## config.mk

```make
export PLATFORM = sky130hd
export DESIGN_NAME = mem_access_ctrl
export DESIGN_NICKNAME = d
export VERILOG_FILES = /design/src/rtl/mem_access_ctrl.sv
export SDC_FILE = /design/constraint.sdc
export NUM_CORES = 1
export LEC_CHECK = 0
export CORE_UTILIZATION = 35
export CTS_CLUSTER_SIZE = 40
export DETAILED_ROUTE_END_ITERATION = 12
export PLACE_DENSITY = 0.77
export SYNTH_ARGS = -nofsm -noshare
export SYNTH_HDL_FRONTEND = slang
export SYNTH_SLANG_ARGS = --single-unit
```

## constraint.sdc

```tcl
create_clock -name CLK -period 3.7 [get_ports CLK]
set_clock_uncertainty 0.05 [all_clocks]
set_input_delay 0.555 -clock CLK [delete_from_list [all_inputs] [get_ports CLK]]
set_output_delay 0.555 -clock CLK [all_outputs]
set_load 0.05 [all_outputs]
```

## src/rtl/mem_access_ctrl.sv

```systemverilog
// Arbitrates a CPU memory-stage port and a DMA port onto one fixed-latency data memory.
// Round-robin grant; each access holds the memory for LAT cycles and then completes in a DONE cycle.
module mem_access_ctrl #(
    parameter int LAT = 2
) (
    input  logic        CLK,
    input  logic        RESET,
    input  logic        cpu_req,
    input  logic [1:0]  cpu_we,
    input  logic [2:0]  cpu_ldtype,
    input  logic [31:0] cpu_addr,
    input  logic [31:0] cpu_wdata,
    output logic        cpu_stall,
    output logic [31:0] cpu_rdata,
    input  logic        dma_req,
    input  logic [1:0]  dma_we,
    input  logic [31:0] dma_addr,
    input  logic [31:0] dma_wdata,
    output logic        dma_ack,
    output logic [31:0] dma_rdata,
    output logic [1:0]  mem_we,
    output logic [2:0]  mem_ldtype,
    output logic [31:0] mem_addr,
    output logic [31:0] mem_wdata,
    input  logic [31:0] mem_rdata
);

    localparam logic [1:0] S_IDLE   = 2'd0;
    localparam logic [1:0] S_BUSY   = 2'd1;
    localparam logic [1:0] S_DONE   = 2'd2;
    localparam logic       OWN_CPU  = 1'b0;
    localparam logic       OWN_DMA  = 1'b1;
    localparam logic [2:0] CNT_INIT = 3'(LAT - 1);

    logic [1:0]  state_q, state_d;
    logic [2:0]  cnt_q, cnt_d;
    logic        owner_q, owner_d;
    logic        last_q, last_d;
    logic [1:0]  f_we_q, f_we_d;
    logic [2:0]  f_ldtype_q, f_ldtype_d;
    logic [31:0] f_addr_q, f_addr_d;
    logic [31:0] f_wdata_q, f_wdata_d;
    logic [31:0] cpu_rdata_q, cpu_rdata_d;
    logic [31:0] dma_rdata_q, dma_rdata_d;

    logic cpu_done, dma_done, cpu_elig, dma_elig, grant_dma, busy;

    assign cpu_done = (state_q == S_DONE) && (owner_q == OWN_CPU);
    assign dma_done = (state_q == S_DONE) && (owner_q == OWN_DMA);
    // The owner finishing in DONE is masked so the other side can be granted without an IDLE gap.
    assign cpu_elig  = cpu_req && !cpu_done;
    assign dma_elig  = dma_req && !dma_done;
    assign grant_dma = dma_elig && (!cpu_elig || (last_q == OWN_CPU));

    always_comb begin
        state_d     = state_q;
        cnt_d       = cnt_q;
        owner_d     = owner_q;
        last_d      = last_q;
        f_we_d      = f_we_q;
        f_ldtype_d  = f_ldtype_q;
        f_addr_d    = f_addr_q;
        f_wdata_d   = f_wdata_q;
        cpu_rdata_d = cpu_rdata_q;
        dma_rdata_d = dma_rdata_q;
        case (state_q)
            S_BUSY: begin
                if (cnt_q == 3'd0) begin
                    if (owner_q == OWN_DMA) dma_rdata_d = mem_rdata;
                    else                    cpu_rdata_d = mem_rdata;
                    state_d = S_DONE;
                end else begin
                    cnt_d = cnt_q - 3'd1;
                end
            end
            default: begin
                if (cpu_elig || dma_elig) begin
                    state_d    = S_BUSY;
                    owner_d    = grant_dma;
                    last_d     = grant_dma;
                    cnt_d      = CNT_INIT;
                    f_we_d     = grant_dma ? dma_we    : cpu_we;
                    f_ldtype_d = grant_dma ? 3'd0      : cpu_ldtype;
                    f_addr_d   = grant_dma ? dma_addr  : cpu_addr;
                    f_wdata_d  = grant_dma ? dma_wdata : cpu_wdata;
                end else begin
                    state_d = S_IDLE;
                end
            end
        endcase
    end

    always_ff @(posedge CLK) begin
        if (RESET) begin
            state_q     <= S_IDLE;
            cnt_q       <= 3'd0;
            owner_q     <= OWN_CPU;
            last_q      <= OWN_DMA;
            cpu_rdata_q <= '0;
            dma_rdata_q <= '0;
        end else begin
            state_q     <= state_d;
            cnt_q       <= cnt_d;
            owner_q     <= owner_d;
            last_q      <= last_d;
            cpu_rdata_q <= cpu_rdata_d;
            dma_rdata_q <= dma_rdata_d;
        end
    end

    // Latched access fields are only observed while BUSY, so they need no reset.
    always_ff @(posedge CLK) begin
        f_we_q     <= f_we_d;
        f_ldtype_q <= f_ldtype_d;
        f_addr_q   <= f_addr_d;
        f_wdata_q  <= f_wdata_d;
    end

    // Gating with RESET kills the store strobe even when reset lands in the final BUSY cycle.
    assign busy       = (state_q == S_BUSY) && !RESET;
    assign mem_addr   = busy ? f_addr_q   : '0;
    assign mem_wdata  = busy ? f_wdata_q  : '0;
    assign mem_ldtype = busy ? f_ldtype_q : '0;
    assign mem_we     = (busy && (cnt_q == 3'd0)) ? f_we_q : '0;

    assign cpu_stall = cpu_req && !cpu_done;
    assign dma_ack   = dma_done && !RESET;
    assign cpu_rdata = cpu_rdata_q;
    assign dma_rdata = dma_rdata_q;

endmodule

```

Yosys cells after proc, flatten, opt, wreduce, memory -nomap -nowiden
Index checks and enable logic that the tools add are counted.
Widths: inputs -> output; s select.

operators by class
  $add $sub $neg = 1
  equality and inequality tests = 4
  multiplexer cells = 13
  bitwise gates (word level) = 3
  reductions and logical operators = 20

operators by type and width
  operator             count
  $mux 32              4
  $mux 3               4
  $logic_and 1x1->1    8
  $mux 2               4
  $reduce_and 3->1     2
  $logic_not 1->1      4
  $ne 2x2->1 const B   2
  $reduce_and 2->1     2
  $logic_not 3->1      1
  $not 1->1            3
  $sub 3x1->3 const B  1
  $eq 2x1->1 const B   1
  $eq 2x2->1 const B   1
  $logic_or 1x1->1     2
  $reduce_bool 2->1    1
  $mux 1               1

word-level totals
  flip-flop bits (word level) = 140
  output and inout bits = 135
  word-level logic and storage cells = 51

Logic depth before layout (Yosys ltp)
  depth after elaboration = 8
  gate-level depth with buffers = 8
  depth with buffers taken out = 6

Worst setup path before layout
Ideal clock, no wire load.

  path kind = input -> register
  start = input port cpu_req
  end = register f_addr_q[0], enable pin
  library setup time = 0.426 ns
  arrival time = 2.240 ns
  path slack = 0.985 ns
  stages on the path = 3
  buffers on the path = 0
  cells stage by stage = mux2_2 -> o221ai_1 -> inv_1

between the ends
  cells in the longest elaborated chain, start to end = 3

ends and longest elaborated chain
  element                     RTL line  source
  from (decl)                 8         input logic cpu_req,
  $logic_and 1x1->1           51        assign cpu_elig = cpu_req && !cpu_done;
  $logic_or 1x1->1            77        if (cpu_elig || dma_elig) begin
  $reduce_and 2->1 (no line)  n/a
  to (signal assigned)        115       f_addr_q <= f_addr_d;
  to (decl)                   41        logic [31:0] f_addr_q, f_addr_d;

Every way passes these cells.
A chain may end at the register's enable or synchronous reset.

Worst setup path in the final report
  start = register state_q[0]
  end = output port mem_addr[21]

between the ends
  cells in the longest elaborated chain, start to end = 3

ends and longest elaborated chain
  element                 RTL line  source
  from (decl)             35        logic [1:0] state_q, state_d;
  from (signal assigned)  102       state_q <= state_d;
  $eq 2x1->1              120       assign busy = (state_q == S_BUSY) && !RESET;
  $logic_and 1x1->1       120
  $mux 32                 121       assign mem_addr = busy ? f_addr_q : '0;
  to (decl)               23        output logic [31:0] mem_addr,

Every way passes these cells.

==> results_dict.tcl <==
set metrics [dict create \
    die_w_um 135.1 \
    yosys.cell_types.count 28 \
    slowest_delay_ns 0.81 \
    p_total_uw 4616 \
    path_class "flop to output port" \
    routedWlPerCell_um 16.48 \
    ys_top_cells_by_area "edfxtp_1 (33%), dfxtp_1 (23%), mux2_4 (16%), nand2_1 (7.8%), and3_1 (6.9%)" \
    grt_max_degree 70 \
    layout_setup_ws_ns 0.3256 \
    vias 5083 \
    yosysMostFrequentCell "nand2_1" \
    timing.hold.worst.start "dma_rdata[26]" \
    whs_endpoint "dma_rdata[26]" \
    status "finished, final reports clean" \
    power-per-cell-area_nw_per_um2 464.2 \
    clock_sinks 140 \
    drt-total-wl_um 17750 \
    place_ws_ns 0.7488 \
    drc 0 \
    portBuffers 305 \
    max_slew_margin_pct 39.25 \
    ff2ff_setup_slack_ns 1.40 \
    grt_first_pass_wirelength_um 26590 \
    synth-main-ff-cell "dfxtp_1" \
    synth.avg_cell_area_um2 11.28 \
    post_drt_via_cell_ratio 4.720 \
    p_leak_uw 0.004027 \
    clock_tree.buffer_depth 2 \
    maxSlewViolCount 0 \
    rows 48 \
    fin_crit_sh_pct 91.20 \
    postSynthCellCount 550 \
    clkSlewWorstSetupHoldPaths_ns 0.06 \
    critical_path_buf_inv_count 1 \
    track_usage_pct 19.41 \
    insertion_delay_ns 0.41 \
    layout-drive-gt1-share_pct 16.55 \
    globalplace.congestion 0.7812 \
    fp.dieH_um 135.1 \
    cts_resized 0 \
    r2r_start "state_q[1]" \
    rsz0062_at_grt "false" \
    dp_cells 1045 \
    seq_area_frac_synth_pct 56.31 \
    worstSetupStartpointType "flop" \
    n_antenna_cell 0 \
    cts_setup_buffers 0 \
    final.setup.tns_ns 0 \
    ir_drop_v 0.0003099 \
    hp-class "flop to flop" \
    cts_max_level 4 \
    die-area_um2 18260 \
    drv_cap 0 \
    fin_util_pct 57.49 \
    first_pass_iters 6 \
    tritoncts "done" \
    yosysTopAreaCell "edfxtp_1" \
    first_iter_violations 317 \
    crit_path_top_delay_cell "clkdlybuf4s50_1" \
    arrival_ns 2.77 \
    antenna_found_initial 0 \
    grt_remaining_overflow 0 \
    io_pins 306 \
    finalSetupViolations 0 \
    synthTopCellsByCount "nand2_1 (129), dfxtp_1 (71), edfxtp_1 (69)" \
    coreArea_um2 17300 \
    ys_ff_latch 140 \
    syn_nets 723 \
    cts_hold_buffers 0 \
    synthToLayoutAreaGrowth_pct 60.29 \
    r2r_cells 4 \
    fin_crit_ns 3.374 \
    nets 1012 \
    cts_root_buffer "clkbuf_16" \
    cp_top_family "simple AND/OR/NAND/NOR gates" \
    r2r-end "f_we_q[1]" \
    yosysWarnings 0 \
    min_path_cells 2 \
    crit_start "state_q[0]" \
    fmax_mhz 296.4 \
    synth_edf_count 69 \
    synth_top_cell_area_share_pct 33.40 \
    hold_viol 0 \
    async_flop_share_pct 0 \
    cp_cell_sequence "nor2b_4 -> and3_1 -> clkdlybuf4s50_1" \
    tightestPinTransition_ns 0.9094 \
    numCtsBuffers 17 \
    grt_pass1_vias 4921 \
    antenna_left 0 \
    endpoint_kind "output port" \
    dpl.hpwl_um 12750 \
    initial_core_util_pct 35.87 \
    worstPathRequired_ns 3.09 \
    final_cells 1077 \
    syn_area_um2 6203 \
    critPathMaxFanout 47 \
]
[through the flow]
step	hold WS, ns	instance area [um2]
floorplan	0.4136	6203
global placement	0.3912	9375
detailed placement	0.3958	9375
CTS	0.4046	9943
global route	0.4157	9943
finish	0.4015	9943
[tightest hold or removal path: stages, from the launching register on]
cell and delay, ns:
dfxtp_1 0.30, nand2_1 0.05, a21oi_1 0.05
[placed cells by master (no fill, tap or decap), types with 2 or more instances in the layout]
master	n
o32ai_1	3
and3_1	68
mux2_2	2
ha_1	2
buf_4	37
nand2_1	129
and2_1	5
clkinv_2	3
buf_12	3
clkdlybuf4s50_1	275
nand2b_1	2
clkbuf_1	5
inv_4	2
o221ai_1	2
clkbuf_16	18
a21oi_1	66
dfxtp_1	71
inv_2	2
inv_1	5
edfxtp_1	69
nand3_1	2
clkbuf_8	3
mux2_4	65
[worst max path at each step]
stage | to | slack, ns | depth (start not counted)
4_1_cts | mem_addr[14] | 0.33 | 3
3_3_place_gp | mem_ldtype[1] | 0.83 | 4
6_report | mem_addr[21] | 0.33 | 3
3_5_place_dp | mem_addr[28] | 0.75 | 4
2_1_floorplan | f_addr_q[0] | 0.98 | 3
5_1_grt | mem_addr[12] | 0.18 | 3
[routing by layer]
layer / vias to the layer above / part of all wire [%] / track usage, %
li1: 2499 / - / -
met1: 2363 / 40 / 22.38
met2: 198 / 50 / 33.02
met3: 23 / 7.2 / 6.958
met4: 0 / 2.4 / 6.929
met5: - / 0 / 0
[where the power goes]
part / switching (uW) / internal, uW
sequential: 53.2 / 1810
clock: 634 / 1020
combinational: 607 / 491
[flip-flops by register name (all words and copies together) (netlist names)]
register,cells
cpu_rdata,32
dma_rdata,32
f_addr_q,32
f_wdata_q,32
cnt_q,3
f_ldtype_q,3
f_we_q,2
state_q,2
last_q,1
owner_q,1
[cell families after synthesis]
kind of cell	after synthesis	synth area share [%]
AOI/OAI and AO/OA	73	6.313
xor gates and xnor gates	1	0.1412
adders and majority gates	2	0.4033
buffers and inverters	53	4.115
DFF	140	56.31
muxes	67	16.10
and+or+nand+nor	214	16.62
[final cells by class]
type / instances / area (um2)
Sequential cell: 140 / 3493
Clock inverter: 6 / 57.56
Multi-Input combinational cell: 357 / 2479
Inverter: 7 / 26.28
Fill cell: 1476 / 7353
Clock buffer: 26 / 510.5
Timing Repair Buffer: 316 / 3095
Tap cell: 225 / 281.5
Power figures use the tool's default switching activity.
